`src/rtl/sha256_pkg.sv`:
```
// sha256_pkg: shared constants, state encoding and small block-building helpers
// for the SHA-256 message controller.
//   WORD_W / BLK_W / DIG_W  word, block and digest widths
//   SHA256_IV               initial hash value H0..H7, H0 in the top 32 bits
//   state_t                 controller FSM states
//   put_word                write word i of a 512-bit block (W0 at the top)
//   pad_last_word           terminate a partial final word with the 0x80 byte
package sha256_pkg;

    localparam int WORD_W = 32;
    localparam int BLK_W  = 512;
    localparam int DIG_W  = 256;

    localparam logic [DIG_W-1:0] SHA256_IV =
        256'h6a09e667_bb67ae85_3c6ef372_a54ff53a_510e527f_9b05688c_1f83d9ab_5be0cd19;

    typedef enum logic [2:0] {
        ST_FILL,
        ST_PAD,
        ST_START,
        ST_WAIT,
        ST_UPDATE,
        ST_OUT
    } state_t;

    function automatic logic [BLK_W-1:0] put_word(input logic [BLK_W-1:0]  blk,
                                                  input logic [3:0]        i,
                                                  input logic [WORD_W-1:0] w);
        logic [BLK_W-1:0] r;
        r = blk;
        for (int k = 0; k < 16; k++) begin
            if (i == 4'(k)) r[BLK_W-1-WORD_W*k -: WORD_W] = w;
        end
        return r;
    endfunction

    // Keep bytes 0..n-1 (big-endian), put 0x80 in byte n, zero the rest.
    function automatic logic [WORD_W-1:0] pad_last_word(input logic [WORD_W-1:0] w,
                                                        input logic [1:0]        n);
        logic [WORD_W-1:0] r;
        case (n)
            2'd0:    r = 32'h8000_0000;
            2'd1:    r = {w[31:24], 24'h80_0000};
            2'd2:    r = {w[31:16], 16'h8000};
            default: r = {w[31:8],  8'h80};
        endcase
        return r;
    endfunction

endpackage

```
`src/rtl/sha256_feedforward.sv`:
```
// sha256_feedforward: SHA-256 feed-forward, eight independent 32-bit lanes
// added modulo 2^32 (no carry between lanes).
//   h_in      current chaining value H0..H7
//   state_in  core working variables a..h after round 63
//   h_out     H + state, lane by lane
module sha256_feedforward
    import sha256_pkg::*;
(
    input  logic [DIG_W-1:0] h_in,
    input  logic [DIG_W-1:0] state_in,
    output logic [DIG_W-1:0] h_out
);

    for (genvar i = 0; i < 8; i++) begin : g_lane
        assign h_out[WORD_W*i +: WORD_W] = h_in[WORD_W*i +: WORD_W] + state_in[WORD_W*i +: WORD_W];
    end

endmodule

```
`src/rtl/sha256_msg_ctrl.sv`:
```
// sha256_msg_ctrl: packs a big-endian 32-bit word stream into 512-bit blocks,
// applies FIPS 180-4 padding, drives one compression core per block, chains
// the hash value and presents the final digest.
//   clk, rst_n                     clock, asynchronous active-low reset
//   s_data/s_valid/s_ready         message word stream (first byte in [31:24])
//   s_last/s_nbytes                final word marker and its valid byte count
//   core_start/core_block/core_hin request to the compression core
//   core_done/core_state           core result (a..h before feed-forward)
//   digest/digest_valid/digest_ready  final hash handshake
//   busy                           a message is in progress
//   dbg_state                      current FSM state
//
// Handshakes: a transfer happens on a rising edge where valid and ready are
// both high. Producers hold data stable while valid is high and not accepted;
// digest_valid stays high with a stable digest until digest_ready is seen.
module sha256_msg_ctrl
    import sha256_pkg::*;
#(
    parameter int               LEN_W = 64,
    parameter logic [DIG_W-1:0] IV    = SHA256_IV
) (
    input  logic              clk,
    input  logic              rst_n,
    input  logic [WORD_W-1:0] s_data,
    input  logic              s_valid,
    output logic              s_ready,
    input  logic              s_last,
    input  logic [2:0]        s_nbytes,
    output logic              core_start,
    output logic [BLK_W-1:0]  core_block,
    output logic [DIG_W-1:0]  core_hin,
    input  logic              core_done,
    input  logic [DIG_W-1:0]  core_state,
    output logic [DIG_W-1:0]  digest,
    output logic              digest_valid,
    input  logic              digest_ready,
    output logic              busy,
    output state_t            dbg_state
);

    state_t            state_q, state_d;
    logic [4:0]        idx_q, idx_d;          // next word slot, 16 = block full
    logic [BLK_W-1:0]  blk_q, blk_d;
    logic [DIG_W-1:0]  h_q, h_d;
    logic [DIG_W-1:0]  digest_q, digest_d;
    logic [LEN_W-1:0]  bitlen_q, bitlen_d;
    logic              msg_open_q, msg_open_d;  // at least one word accepted
    logic              last_q, last_d;          // final word accepted, padding phase
    logic              pad_done_q, pad_done_d;  // 0x80 terminator written
    logic              len_done_q, len_done_d;  // length words written
    logic              s_ready_q, s_ready_d;
    logic              core_start_q, core_start_d;
    logic              digest_valid_q, digest_valid_d;
    logic              busy_q, busy_d;

    logic [DIG_W-1:0]  ff_sum;
    logic [63:0]       len64;
    logic [2:0]        nb_eff;

    sha256_feedforward u_ff (
        .h_in     (h_q),
        .state_in (core_state),
        .h_out    (ff_sum)
    );

    assign len64  = 64'(bitlen_q);
    // Short words are only meaningful on the last beat; elsewhere count 4 bytes.
    assign nb_eff = (s_last && (s_nbytes < 3'd4)) ? s_nbytes : 3'd4;

    always_comb begin
        state_d        = state_q;
        idx_d          = idx_q;
        blk_d          = blk_q;
        h_d            = h_q;
        digest_d       = digest_q;
        bitlen_d       = bitlen_q;
        msg_open_d     = msg_open_q;
        last_d         = last_q;
        pad_done_d     = pad_done_q;
        len_done_d     = len_done_q;
        digest_valid_d = digest_valid_q;

        case (state_q)
            ST_FILL: begin
                if (s_valid && s_ready_q) begin
                    msg_open_d = 1'b1;
                    bitlen_d   = bitlen_q + LEN_W'({nb_eff, 3'b000});
                    idx_d      = idx_q + 5'd1;
                    if (s_last) begin
                        blk_d      = put_word(blk_q, idx_q[3:0],
                                              (nb_eff == 3'd4) ? s_data
                                                               : pad_last_word(s_data, nb_eff[1:0]));
                        pad_done_d = (nb_eff != 3'd4);
                        last_d     = 1'b1;
                        state_d    = ST_PAD;
                    end else begin
                        blk_d = put_word(blk_q, idx_q[3:0], s_data);
                        if (idx_q == 5'd15) state_d = ST_START;
                    end
                end
            end
            ST_PAD: begin
                if (idx_q[4]) begin
                    // Block filled before the length fit; it continues in the next block.
                    state_d = ST_START;
                end else if (!pad_done_q) begin
                    blk_d      = put_word(blk_q, idx_q[3:0], 32'h8000_0000);
                    pad_done_d = 1'b1;
                    idx_d      = idx_q + 5'd1;
                end else if (idx_q == 5'd14) begin
                    blk_d      = put_word(put_word(blk_q, 4'd14, len64[63:32]), 4'd15, len64[31:0]);
                    len_done_d = 1'b1;
                    idx_d      = 5'd16;
                    state_d    = ST_START;
                end else begin
                    blk_d = put_word(blk_q, idx_q[3:0], '0);
                    idx_d = idx_q + 5'd1;
                end
            end
            ST_START: state_d = ST_WAIT;
            ST_WAIT: begin
                if (core_done) state_d = ST_UPDATE;
            end
            ST_UPDATE: begin
                h_d   = ff_sum;
                idx_d = '0;
                if (len_done_q) begin
                    digest_d       = ff_sum;
                    digest_valid_d = 1'b1;
                    state_d        = ST_OUT;
                end else if (last_q) begin
                    state_d = ST_PAD;
                end else begin
                    state_d = ST_FILL;
                end
            end
            ST_OUT: begin
                if (digest_ready) begin
                    digest_valid_d = 1'b0;
                    h_d            = IV;
                    bitlen_d       = '0;
                    msg_open_d     = 1'b0;
                    last_d         = 1'b0;
                    pad_done_d     = 1'b0;
                    len_done_d     = 1'b0;
                    state_d        = ST_FILL;
                end
            end
            default: state_d = ST_FILL;
        endcase

        // Outputs are registered from the next state so they line up with it.
        s_ready_d    = (state_d == ST_FILL);
        core_start_d = (state_d == ST_START);
        busy_d       = !((state_d == ST_FILL) && (idx_d == 5'd0) && !msg_open_d);
    end

    always_ff @(posedge clk or negedge rst_n) begin
        if (!rst_n) begin
            state_q        <= ST_FILL;
            idx_q          <= '0;
            blk_q          <= '0;
            h_q            <= IV;
            digest_q       <= '0;
            bitlen_q       <= '0;
            msg_open_q     <= 1'b0;
            last_q         <= 1'b0;
            pad_done_q     <= 1'b0;
            len_done_q     <= 1'b0;
            s_ready_q      <= 1'b0;
            core_start_q   <= 1'b0;
            digest_valid_q <= 1'b0;
            busy_q         <= 1'b0;
        end else begin
            state_q        <= state_d;
            idx_q          <= idx_d;
            blk_q          <= blk_d;
            h_q            <= h_d;
            digest_q       <= digest_d;
            bitlen_q       <= bitlen_d;
            msg_open_q     <= msg_open_d;
            last_q         <= last_d;
            pad_done_q     <= pad_done_d;
            len_done_q     <= len_done_d;
            s_ready_q      <= s_ready_d;
            core_start_q   <= core_start_d;
            digest_valid_q <= digest_valid_d;
            busy_q         <= busy_d;
        end
    end

    assign s_ready      = s_ready_q;
    assign core_start   = core_start_q;
    assign core_block   = blk_q;
    assign core_hin     = h_q;
    assign digest       = digest_q;
    assign digest_valid = digest_valid_q;
    assign busy         = busy_q;
    assign dbg_state    = state_q;

endmodule
```
`config.mk`:
```
export PLATFORM = sky130hd
export DESIGN_NAME = sha256_msg_ctrl
export DESIGN_NICKNAME = d
export VERILOG_FILES = /design/src/rtl/sha256_pkg.sv /design/src/rtl/sha256_feedforward.sv /design/src/rtl/sha256_msg_ctrl.sv
export SDC_FILE = /design/constraint.sdc
export NUM_CORES = 2
export LEC_CHECK = 0
export ABC_CLOCK_PERIOD_IN_PS = 8890
export CELL_PAD_IN_SITES_DETAIL_PLACEMENT = 0
export CELL_PAD_IN_SITES_GLOBAL_PLACEMENT = 1
export CORE_AREA = 2 2 522 524
export DETAILED_ROUTE_END_ITERATION = 10
export DIE_AREA = 0 0 524 526
export GPL_ROUTABILITY_DRIVEN = 0
export GPL_TIMING_DRIVEN = 0
export HOLD_SLACK_MARGIN = 0.08
export PLACE_DENSITY_LB_ADDON = 0.1
export SLEW_MARGIN = 20
export SYNTH_ARGS = -nofsm -noshare
export SYNTH_HDL_FRONTEND = slang
export SYNTH_SLANG_ARGS = --single-unit
```
`constraint.sdc`:
```
create_clock -name clk -period 8.89 [get_ports clk]
set_input_delay 1.3335 -clock clk [delete_from_list [all_inputs] [get_ports clk]]
set_output_delay 1.3335 -clock clk [all_outputs]
set_load 0.02 [all_outputs]
```
Word level (Yosys, flattened, before mapping)
Index checks and enable logic that the tools add are counted.
{"block": "word_totals", "regBits": 1104, "in_bits": 297, "output_inout_bits": 1031, "wordCells": 273}
{"block": "classes", "n_addsub": 10, "magnitude_cmp": 1, "n_eq_ne": 83, "mux": 111, "n_reduce_logical": 39}
{"op": "512-bit two-way mux", "count": 5}
{"op": "32-bit two-way mux", "count": 65}
{"op": "512-bit case mux with 2 select lines", "count": 1}
{"op": "256-bit case mux with 2 select lines", "count": 1}
{"op": "32-bit adder", "count": 8}
{"op": "256-bit two-way mux", "count": 1}
{"op": "64-bit two-way mux", "count": 2}
{"op": "64-bit case mux with 2 select lines", "count": 1}
{"op": "3-bit != test, second input constant", "count": 34}
{"op": "7-bit AND reduction", "count": 14}
{"op": "32-bit case mux with 3 select lines", "count": 1}
{"op": "64-bit by 6-bit adder with 64-bit output", "count": 1}
{"op": "2-bit != test, second input constant", "count": 23}
{"op": "4-bit == test, second input constant", "count": 8}
{"op": "3-bit two-way mux", "count": 10}
{"op": "5-bit two-way mux", "count": 4}
{"op": "3-bit case mux with 6 select lines", "count": 1}
{"op": "4-bit by 3-bit == test with 1-bit output, second input constant", "count": 4}
{"op": "5-bit case mux with 3 select lines", "count": 1}
{"op": "1-bit two-way mux", "count": 13}
{"op": "6-bit AND reduction", "count": 2}
{"op": "5-bit by 4-bit == test with 1-bit output, second input constant", "count": 2}
{"op": "5-bit AND reduction", "count": 2}
{"op": "3-bit by 2-bit == test with 1-bit output, second input constant", "count": 3}
{"op": "21 further kinds", "count": 37}

Logic depth before layout (Yosys ltp)
{"block": "depth", "depth_word": 10, "depth_mapped": 18, "mapped_depth_nobuf": 16}

By module
Synthesis repeated with hierarchy kept, for this count alone.
{"block": "hier_totals", "hier_cells": 4943, "area_unflattened_um2": 54661.2}
{"mod": "sha256_msg_ctrl", "instances": 1, "cells_each": 3217, "area_each_um2": 42135.4, "seq_area_each_um2": 27721.6}
{"mod": "sha256_feedforward", "instances": 1, "cells_each": 1726, "area_each_um2": 12525.8, "seq_area_each_um2": 0.0}

Least setup slack after synthesis
No wires, ideal clock.
{"block": "synth_path", "path_kind": "input-to-reg", "startpoint": "input core_state[160]", "endpoint": "register digest_q[190] (netlist: digest[190])", "setup_time_ns": 0.126, "t_arrival_ns": 3.895, "t_required_ns": 8.764, "path_slack_ns": 4.869, "stages": 12, "n_path_buf": 0, "path_cell_list": "ha_1 -> fa_1 -> a211oi_2 -> nor2_1 -> o21ai_2 -> o21ai_1 -> a32o_1 -> o41a_1 -> a221o_1 -> a21oi_2 -> xor2_1 -> o21ai_1"}
{"block": "synth_between", "elab_chain_len": 1}
{"element": "start: declaration", "line_no": "sha256_msg_ctrl.sv:33", "rtl": "input logic [DIG_W-1:0] core_state,"}
{"element": "32-bit adder", "line_no": "sha256_feedforward.sv:15", "rtl": "assign h_out[WORD_W*i +: WORD_W] = h_in[WORD_W*i +: WORD_W] + state_in[WORD_W*i +: WORD_W];"}
{"element": "end signal: assignment", "line_no": "sha256_msg_ctrl.sv:179", "rtl": "digest_q <= digest_d;"}
{"element": "end: declaration", "line_no": "sha256_msg_ctrl.sv:45", "rtl": "logic [DIG_W-1:0] digest_q, digest_d;"}
Every way passes these cells.
A chain may end at the register's enable or synchronous reset.

Worst setup path after layout
{"block": "layout_path", "startpoint": "input s_last", "endpoint": "register bitlen_q[61]"}
{"block": "layout_between", "elab_chain_len": 5}
{"element": "start: declaration", "line_no": "sha256_msg_ctrl.sv:27", "rtl": "input logic s_last,"}
{"element": "1-bit logical AND", "line_no": "sha256_msg_ctrl.sv:68", "rtl": "assign nb_eff = (s_last && (s_nbytes < 3'd4)) ? s_nbytes : 3'd4;"}
{"element": "3-bit two-way mux", "line_no": "sha256_msg_ctrl.sv:68"}
{"element": "64-bit by 6-bit adder with 64-bit output", "line_no": "sha256_msg_ctrl.sv:87", "rtl": "bitlen_d = bitlen_q + LEN_W'({nb_eff, 3'b000});"}
{"element": "64-bit two-way mux", "line_no": "sha256_msg_ctrl.sv:85", "rtl": "if (s_valid && s_ready_q) begin"}
{"element": "64-bit case mux with 2 select lines", "line_no": "sha256_msg_ctrl.sv:83", "rtl": "case (state_q)"}
{"element": "end signal: assignment", "line_no": "sha256_msg_ctrl.sv:180", "rtl": "bitlen_q <= bitlen_d;"}
{"element": "end: declaration", "line_no": "sha256_msg_ctrl.sv:46", "rtl": "logic [LEN_W-1:0] bitlen_q, bitlen_d;"}
Every way passes these cells. The select of a mux whose other input is x is not followed.

==> summary.txt <==
Status
  – Outcome: completed

Timing
  – Setup TNS: 0 ns
  – RSZ-0062 raised after global routing: false
  – Period utilisation layout: 0.526
  – Least-Margin Pin Slew: 1.16 ns
  – Max_slew headroom: 0.226
  – Period minus WS final: 4.67 ns
  – Final Hold Fails: 0
  – Max Freq: 214 MHz
  – Setup Skew: ~0.073 ns
  – Final Max Slew Viols: 0
  – Final setup viols: 0

Synthesis
  – EDFF count, synth: 0
  – Mean Syn Cell Area: 9.45 sq um
  – Cell Area, Synth: 53000 sq um
  – Post-Synthesis Cells: 5604
  – Synth warnings: 0
  – Commonest register cell after synthesis: dfrtp_1
  – Synthesized Nets: 6166
  – Yosys cell types: 85
  – Ys async rst share: 1.00
  – Seq cells post-synth: 1101
  – Seq/Total Area, Yosys: 0.523

Clock network
  – Post-CTS sizing: 0
  – Maximum buffer depth of the clock tree: 3
  – CTS tree: built
  – Clock net sink count: approximately 1100
  – CTS Buf Count: 150
  – CTS root buf: clkbuf_16
  – Post-CTS setup buffer count: 0
  – Clk slew on worst S/H paths: 0.06 ns
  – Htree depth: 4
  – CTS Hold Bufs: 0
  – Clk_lat worst skew: 0.84 ns

Drt
  – Post-DRT Antenna Nets: 0
  – First DRT Iteration DRCs: 2631
  – Via/cell ratio: roughly 4.5
  – Drt pass-1 iters: 6
  – Via count: between 40000 and 50000
  – DRC Markers: 0
  – Routed WL: between 300000 and 400000 um
  – DR WL/cell: 28.9 um

Pwr
  – Leak: 32.6 nW
  – Net Switching: 14.7 mW
  – PwrDens: 419 nW/um^2
  – Clock power share: 0.197
  – VDD IR max: around 0.18 mV
  – Sw Share: 0.459
  – Logic pwr share: 0.528
  – Sequential power share: 0.274
  – Internal: 17.4 mW

Setup path
  – Crit-path max FO: 9
  – WP data arrival: 5.36 ns
  – CP Capture Type: flop
  – Crit path kind: primary input to flop
  – CP required: 9.58 ns
  – Startpoint type of the worst setup path: primary input

Global route
  – GRT Overall Usage: 0.221
  – First-pass GRT wire length: between 400000 and 500000 um
  – Congestion Overflow GR: 0
  – Via count of the first global-routing pass: 50000
  – Pin count of the biggest net entering global routing: 127
  – Initial antenna violation count: 81

Finish
  – Commonest non-fill, non-tap cell in the layout: clkdlybuf4s50_1
  – Most frequent cells in the layout: 1326 x clkdlybuf4s50_1, 1051 x nand2_1, 1010 x o21ai_0, 965 x dfrtp_1, 351 x a21oi_1
  – Post-route cell area: 76700 sq um
  – Area growth, synth to finish: 44.8%
  – Fraction of layout instances using a drive strength above 1: 0.0695
  – # nets final: 7674

Die
  – Die Ht: roughly 530 um
  – Initial core utilization: 0.196
  – Row count: ~190
  – Die X: 524 um
  – Die Area: about 280000 sq um
  – Placeable Area: 270000 sq um
  – Ports: 1328

Placement
  – Port bufs: 1327
  – Placed cell areas: 71500 sq um
  – DP HPWL: 249000 um

Min path
  – HP Class: flop to flop

Job
  – MaxCap Viol Count: 0
## final cells by class
| cell class | count | area [sq um] |
|---|---|---|
| diodes | 27 | 67.6 |
| plain buffers | 303 | 1190 |
| multi-input cells | 4126 | 23900 |
| flip-flops and latches | 1101 | 27700 |
| repair buffers | 1356 | 14000 |
| fillers | 28800 | 193000 |
| well taps | 3570 | 4470 |
| inverters | 74 | 278 |
| clock buffers | 221 | 4360 |
| clock inverters | 56 | 798 |
## metrics by stage
step | hold slack [ns] | setup WS [ns] | cells | total power [mW] | utilization
6_report | 0.474 | 4.22 | 10800 | 32.1 | 0.284
2_1_floorplan | 0.457 | 4.87 | 5604 | 17.1 | -
3_3_place_gp | 0.460 | -50.30 | 10500 | 26.0 | 0.262
4_1_cts | 0.482 | 4.16 | 10800 | 32.6 | 0.284
5_1_grt | 0.493 | 3.88 | 10800 | 34.1 | 0.284
3_5_place_dp | 0.469 | 3.26 | 10500 | 26.0 | 0.265
## routing by layer
metal  share of wire  GRT usage  vias to the layer above  wire, um
met5         0.00094          0                        -       294
met4           0.021     0.0449                       46      6730
met3           0.081     0.0738                      345     25400
met2            0.50      0.391                     1517    156000
met1            0.40      0.256                    24500    125000
li1                -          -                    22600         -
## state kept, by name (all words and copies together), names as in the netlist
signal	count
pad_done_q	1
bitlen_q	61
busy	1
digest	256
s_ready	1
last_q	1
core_start	1
dbg_state	3
idx_q	5
len_done_q	1
core_hin	256
digest_valid	1
msg_open_q	1
core_block	512
## power by group through the flow
| stage | Combinational, mW | Sequential, mW | Clock (mW) |
|---|---|---|---|
| floorplan | 6.30 | 10.8 | 0 |
| global placement | 17.0 | 8.96 | 0 |
| detailed placement | 17.1 | 8.89 | 0 |
| CTS | 17.2 | 8.85 | 6.54 |
| global route | 18.3 | 9.08 | 6.75 |
| finish | 17.0 | 8.81 | 6.34 |
## cell families (layout without fill, tap and decap cells)
| group | count (synthesis) | in the layout | share of synthesized area |
|---|---|---|---|
| fa+ha+maj | 265 | 265 | 0.0639 |
| other cells | 0 | 27 | 0 |
| xor+xnor | 286 | 286 | 0.0473 |
| mux | 23 | 23 | 0.00484 |
| simple gates | 1715 | 1715 | 0.136 |
| flops | 1101 | 1101 | 0.523 |
| compound gates | 1837 | 1837 | 0.198 |
| buf+inv | 377 | 2010 | 0.0269 |
## synth_stat cells, drive strengths merged (33+ instances only)
| cell type | instances | area share |
|---|---|---|
| a31oi | 63 | 0.0076 |
| nand2 | 1052 | 0.075 |
| o21bai | 33 | 0.0047 |
| xnor2 | 137 | 0.023 |
| o21ai | 1029 | 0.097 |
| nor2 | 324 | 0.023 |
| inv | 74 | 0.0052 |
| nand4 | 41 | 0.0048 |
| dfstp | 136 | 0.067 |
| clkbuf | 285 | 0.020 |
| a21o | 114 | 0.016 |
| nor3 | 44 | 0.0046 |
| ha | 256 | 0.060 |
| nand3 | 99 | 0.0094 |
| xor2 | 149 | 0.025 |
| dfrtp | 965 | 0.46 |
| nand2b | 39 | 0.0046 |
| a21oi | 353 | 0.034 |
| a21boi | 35 | 0.0050 |
## worst max-delay path, stage by stage
cell and delay (ns):
clkdlybuf4s50_1 0.53, inv_1 0.09, nor2_1 0.39, and2_1 0.20, ha_1 0.16, inv_1 0.05
fa_1 0.41, nor2b_1 0.13, o21ai_0 0.10, or2_1 0.21, buf_2 0.17, nor3_4 0.17
and2_1 0.20, buf_2 0.27, nand2_1 0.18, nor2_1 0.38, nand3_1 0.15, xor2_1 0.15
nor2_1 0.06
## final timing paths
path	from	endpoint	slack, ns	depth (start not counted)
setup / recovery	s_last	bitlen_q[61]	4.22	19
hold / removal	digest[105]	digest[105]	0.47	2
setup reg to reg	core_hin[0]	digest[28]	4.91	13
hold reg to reg	digest[105]	digest[105]	0.47	2
max in group asynchronous	rst_n	core_hin[195]	5.95	5
min in group asynchronous	rst_n	core_block[84]	0.54	2
(Power assumes the default switching activity.)
